File: config.mk
export PLATFORM = sky130hd
export DESIGN_NAME = inst_fetch_unit
export DESIGN_NICKNAME = d
export VERILOG_FILES = /design/src/rtl/inst_fetch_unit.sv
export SDC_FILE = /design/constraint.sdc
export NUM_CORES = 1
export LEC_CHECK = 0
export ABC_AREA = 1
export BUFFER_PORTS_ARGS = -buffer_cell sky130_fd_sc_hd__buf_4
export CAP_MARGIN = 20
export CELL_PAD_IN_SITES_DETAIL_PLACEMENT = 1
export CELL_PAD_IN_SITES_GLOBAL_PLACEMENT = 2
export CORE_MARGIN = 2
export CORE_UTILIZATION = 31
export DETAILED_ROUTE_END_ITERATION = 6
export PLACE_DENSITY = 0.8
export SKIP_LAST_GASP = 1
export SYNTH_ARGS = -nofsm -noshare
export SYNTH_HDL_FRONTEND = slang
export SYNTH_SLANG_ARGS = --single-unit
File: constraint.sdc
create_clock -name clk -period 2.8 [get_ports clk]
set_input_delay 0.56 -clock clk [delete_from_list [all_inputs] [get_ports clk]]
set_output_delay 0.56 -clock clk [all_outputs]
set_load 0.1 [all_outputs]
File: src/rtl/inst_fetch_unit.sv
// rtl/inst_fetch_unit.sv - RV32I instruction fetch stage with credit-limited request queue
//
// Holds the fetch PC, issues word reads over a req/gnt/rvalid handshake,
// buffers returned words in an in-order queue and presents the head entry
// with its PC and pre-split opcode/funct3/funct7 fields to decode.
//
// Optional feature macro: IFU_MISALIGN_TRAP_EN
//   defined   : a redirect target with bits [1:0] != 00 sets the sticky
//               misalign flag and halts further fetching until reset.
//   undefined : redirect_pc[1:0] is ignored and misalign is tied low.
//
// Parameters:
//   RESET_PC     first fetch address after reset
//   DEPTH        queue entries and max outstanding requests (power of 2, >= 2)
//
// Ports:
//   clk, reset                 clock, synchronous active-high reset
//   imem_req/addr/gnt          fetch request channel
//   imem_rvalid/rdata          in-order fetch response channel
//   redirect, redirect_pc      taken branch/jump from execute
//   id_valid/id_ready          head-of-queue handshake to decode
//   id_instr, id_pc            head instruction and its address
//   id_pc_plus4                id_pc + 4
//   id_opcode/funct3/funct7    instruction fields of id_instr
//   misalign                   sticky misaligned-redirect flag

module inst_fetch_unit #(
    parameter logic [31:0] RESET_PC = 32'h0000_0000,
    parameter int          DEPTH    = 2
) (
    input  logic        clk,
    input  logic        reset,
    output logic        imem_req,
    output logic [31:0] imem_addr,
    input  logic        imem_gnt,
    input  logic        imem_rvalid,
    input  logic [31:0] imem_rdata,
    input  logic        redirect,
    input  logic [31:0] redirect_pc,
    input  logic        id_ready,
    output logic        id_valid,
    output logic [31:0] id_instr,
    output logic [31:0] id_pc,
    output logic [31:0] id_pc_plus4,
    output logic [6:0]  id_opcode,
    output logic [2:0]  id_funct3,
    output logic [6:0]  id_funct7,
    output logic        misalign
);

    localparam int AW = (DEPTH > 1) ? $clog2(DEPTH) : 1;
    localparam int CW = $clog2(DEPTH + 1);

    logic [31:0]   fetch_pc;
    logic [CW-1:0] outstanding;
    logic [CW-1:0] discard;

    // Addresses of granted, not-yet-answered, non-discarded requests.
    logic [31:0]   addr_fifo [DEPTH];
    logic [AW-1:0] af_wr;
    logic [AW-1:0] af_rd;

    // Instruction queue of {pc, instr}.
    logic [31:0]   q_pc    [DEPTH];
    logic [31:0]   q_instr [DEPTH];
    logic [AW-1:0] q_wr;
    logic [AW-1:0] q_rd;
    logic [CW-1:0] q_cnt;

    logic          halted;
    logic [CW:0]   in_flight;
    logic          credit_ok;
    logic          grant;
    logic          drop;
    logic          q_push;
    logic          q_pop;
    logic [CW-1:0] remaining;
    logic [31:0]   target_pc;

    assign target_pc = {redirect_pc[31:2], 2'b00};

`ifdef IFU_MISALIGN_TRAP_EN
    logic misalign_q;

    always_ff @(posedge clk) begin
        if (reset) begin
            misalign_q <= 1'b0;
            halted     <= 1'b0;
        end else if (redirect && (redirect_pc[1:0] != 2'b00)) begin
            misalign_q <= 1'b1;
            halted     <= 1'b1;
        end
    end

    assign misalign = misalign_q;
`else
    logic unused_low_bits;

    assign unused_low_bits = ^redirect_pc[1:0];
    assign halted          = 1'b0;
    assign misalign        = 1'b0;
`endif

    // Outstanding requests (including those awaiting discard) plus buffered
    // entries must never exceed DEPTH, so every response has a queue slot.
    always_comb begin
        in_flight = {1'b0, outstanding} + {1'b0, q_cnt};
        credit_ok = in_flight < (CW + 1)'(DEPTH);
        imem_req  = ~reset & ~redirect & ~halted & credit_ok;
        grant     = imem_req & imem_gnt;
        drop      = imem_rvalid & (discard != '0);
        q_push    = imem_rvalid & ~drop;
        id_valid  = (q_cnt != '0) & ~redirect;
        q_pop     = id_valid & id_ready;
        // A response arriving in the redirect cycle is already stale and is
        // retired here rather than counted as a future discard.
        remaining = outstanding - CW'(imem_rvalid);
    end

    always_ff @(posedge clk) begin
        if (reset) begin
            fetch_pc    <= RESET_PC;
            outstanding <= '0;
            discard     <= '0;
            af_wr       <= '0;
            af_rd       <= '0;
            q_wr        <= '0;
            q_rd        <= '0;
            q_cnt       <= '0;
            for (int i = 0; i < DEPTH; i++) begin
                addr_fifo[i] <= '0;
                q_pc[i]      <= '0;
                q_instr[i]   <= '0;
            end
        end else if (redirect) begin
            fetch_pc    <= target_pc;
            outstanding <= remaining;
            discard     <= remaining;
            af_wr       <= '0;
            af_rd       <= '0;
            q_wr        <= '0;
            q_rd        <= '0;
            q_cnt       <= '0;
        end else begin
            if (grant) begin
                fetch_pc         <= fetch_pc + 32'd4;
                addr_fifo[af_wr] <= fetch_pc;
                af_wr            <= af_wr + AW'(1);
            end
            if (drop) begin
                discard <= discard - CW'(1);
            end
            if (q_push) begin
                q_pc[q_wr]    <= addr_fifo[af_rd];
                q_instr[q_wr] <= imem_rdata;
                q_wr          <= q_wr + AW'(1);
                af_rd         <= af_rd + AW'(1);
            end
            if (q_pop) begin
                q_rd <= q_rd + AW'(1);
            end
            outstanding <= outstanding + CW'(grant) - CW'(imem_rvalid);
            q_cnt       <= q_cnt + CW'(q_push) - CW'(q_pop);
        end
    end

    assign imem_addr   = fetch_pc;
    assign id_instr    = q_instr[q_rd];
    assign id_pc       = q_pc[q_rd];
    assign id_pc_plus4 = id_pc + 32'd4;
    assign id_opcode   = id_instr[6:0];
    assign id_funct3   = id_instr[14:12];
    assign id_funct7   = id_instr[31:25];

endmodule

==> metrics.txt <==
status=complete, but fails checks; failing checks=negative setup slack; # setup viols final=25; FF+latch count, synth=226; worst reg2reg path depth=12; pwr dens=594 nW/um2; sequential cell area fraction in the yosys report=55.2%; Area Overhead vs Synth=37.1%; dpl cell area=14200 um2; post-route design area=15800 um2; flop2flop setup slack=0.31 ns; first-pass GRT wire length=50.5 mm; hold path start=redirect_pc[10]; Total Routed Length=31.8 mm; critical path class=flip-flop to primary output; Hold EP=imem_addr[10]; Initial DRC Count=229; synth warn=0; HP Class=input port to flip-flop; Critical R2R Capture=outstanding[1]; Worst Hold Depth=3; area share of the largest cell type after synthesis=47.9%; synth top area cells=edfxtp_1, nor2_1, nand2_1; DRC=0; most used cell, CP=buf_4; routed via count=8952; Buf/Inv on CP=6; slowest library cell on the worst path=dfxtp_4; crit path DAT=2.44 ns; Final WS setup=-0.205 ns; Sink Count=226; vias in the first global route=9502; clock skew=0.0157 ns; I/O Pins=218; grt ovf=0; CTS tree=yes; largest net degree at the start of global routing=63; drt wl/cell=16.1 um; Peak VDD IR=0.000428 V; Tot GR Track Use=16.4%; Critical Path End Type=primary output; drt first pass iters=4; Final Hold Vio Count=0; max-slew violations=0; Least-Margin Pin Slew=0.513 ns; cell depth of the worst setup path=12; gpl congestion=0.798; crit-path max FO=7; top-count cell post-synth=nor2_1; synthesized area=11500 um2; Max Cap Viol=0; crit-path cells=buf_4 -> buf_4 -> o21ai_4 -> clkinvlp_4 -> ha_4 -> inv_4 -> nor2_4 -> nand2_4 -> nor2_4 -> buf_4 -> xor2_4 -> buf_12; top cell type by total area after synthesis=edfxtp_1; synth unique cells=41; most instantiated cells after synthesis=nor2_1, nand2_1, edfxtp_1, inv_1, dfxtp_1; fill count=4142; synthesized area per cell=9.24 um2; max_slew headroom=65.8%; Fmax=0.333 GHz; Post-Synthesis Cells=1249; initial antenna violation count=0; HPWL Detailed=23.2 mm; number of synthesized flops with an enable pin=184; worst skew pair latency=0.53 ns; Ant. Diodes=0; Power Total=9390 uW; routed vias/inst=4.53; TritonCTS buffer count=26; crit share post-route=107%; RSZ-0062 raised after global routing=yes; Rows=70; die area=38800 um2; Crit Reg-Reg Startpoint=q_cnt[0]; Core Area=36600 um2; delay-heaviest family, CP=buffers and inverters; Critical Path Start Type=flip-flop; Main synth FF type=edfxtp_1; port bufs=208; largest stage delay on the critical path=0.40 ns; CTS H-Tree Depth=1; Clock Path Buffers=3; Final #Nets=1570; Die Y=197 um; die width=197 um; Critical Path RT=2.24 ns; post-route ant nets=0; layout cells sized above 1=32.6%; ys async rst share=0%; clk slew on worst S/H paths=0.06 ns; CTS root buf=clkbuf_16; leakage=0.00637 uW; Final min period=3.00 ns; Starting Density=31.5%
-- final cells by class --
class | count | area, um2 | share of cell area (%)
inverters | 154 | 584 | 3.70
clock buffers | 37 | 733 | 4.64
repair buffers | 275 | 2570 | 16.2
clock inverters | 10 | 109 | 0.688
multi-input cells | 808 | 4860 | 30.8
well taps | 468 | 586 | 3.70
flip-flops and latches | 226 | 6370 | 40.3
-- timing repair --
action,4_1_cts,5_1_grt
setup endpoints to repair,25,77
resized for setup,115,40
cloned,1,0
setup buffers,16,5
hold buffers,0,0
pin swaps,22,16
-- state kept, by name, indices dropped and copies added, names as in the netlist, named ones only --
| register | count |
|---|---|
| addr_fifo | 60 |
| af_rd | 1 |
| af_wr | 1 |
| discard | 2 |
| imem_addr | 30 |
| outstanding | 2 |
| q_cnt | 2 |
| q_instr | 64 |
| q_pc | 60 |
| q_rd | 1 |
| q_wr | 1 |
-- power by group --
part,leakage (uW),internal [uW],switching [uW]
sequential,0.00226,3810,83.8
combinational,0.00370,555,1610
clock,0.000414,2010,1330
total,0.00637,6370,3030
-- worst min-delay path, cell delays in order --
cell and delay [ns]:
buf_4 0.09, nand2_1 0.04, nand2_1 0.05
-- cells in the final DEF (no fill, tap or decap), types with 9 or more instances in the layout --
master | Yosys | routed
a21oi_1 | 27 | 27
o21ai_4 | 4 | 22
clkbuf_16 | 0 | 27
nand3_1 | 41 | 41
buf_12 | 2 | 34
nor2_1 | 268 | 244
edfxtp_1 | 184 | 184
mux2_2 | 32 | 32
nand3b_1 | 14 | 14
inv_1 | 152 | 150
buf_4 | 25 | 228
mux2i_1 | 30 | 30
nand2_1 | 245 | 207
buf_6 | 4 | 9
nand2_2 | 13 | 42
nor2_2 | 8 | 26
dfxtp_1 | 42 | 41
o21ai_0 | 36 | 35
nor2_4 | 7 | 13
-- routing by layer --
metal	share of wire (%)	global-route usage, %	routed length (um)
met4	1.8	4.07	586
met5	0	0	0
met2	49	28.3	15600
met1	45	21.8	14500
met3	3.6	2.17	1140
-- cell families (layout without fill, tap and decap cells) --
logic type | after synthesis | after routing | synth area share, %
flops | 226 | 226 | 55.2
other cells | 1 | 7 | 0.0325
xor+xnor | 21 | 21 | 1.59
mux | 62 | 62 | 5.73
simple gates | 609 | 609 | 22.2
fa+ha+maj | 9 | 9 | 1.04
buf+inv | 221 | 476 | 8.64
compound gates | 100 | 100 | 5.54
-- worst max path at each step --
stage / startpoint / end / slack (ns)
2_1_floorplan: flip-flop / id_pc_plus4[18] / -1.02
3_3_place_gp: flip-flop / id_pc_plus4[28] / 0.16
3_5_place_dp: flip-flop / id_pc_plus4[28] / 0.13
4_1_cts: flip-flop / id_pc_plus4[28] / -0.25
5_1_grt: flip-flop / id_pc_plus4[19] / -0.32
6_report: flip-flop / id_pc_plus4[14] / -0.20
-- metrics by stage --
| step | std cells | util (%) | TNS (ns) | hold WS [ns] | setup slack [ns] |
|---|---|---|---|---|---|
| after global routing | 1978 | 43.2 | -6.65 | 0.248 | -0.319 |
| final | 1978 | 43.2 | -3.16 | 0.235 | -0.205 |
| after global placement | 1909 | 38.7 | 0 | 0.459 | 0.157 |
| after detailed placement | 1909 | 38.7 | 0 | 0.464 | 0.132 |
| after floorplan | 1255 | - | -19.95 | 0.445 | -1.02 |
| after CTS | 1973 | 42.6 | -5.16 | 0.218 | -0.246 |
Power figures use the tool's default switching activity.
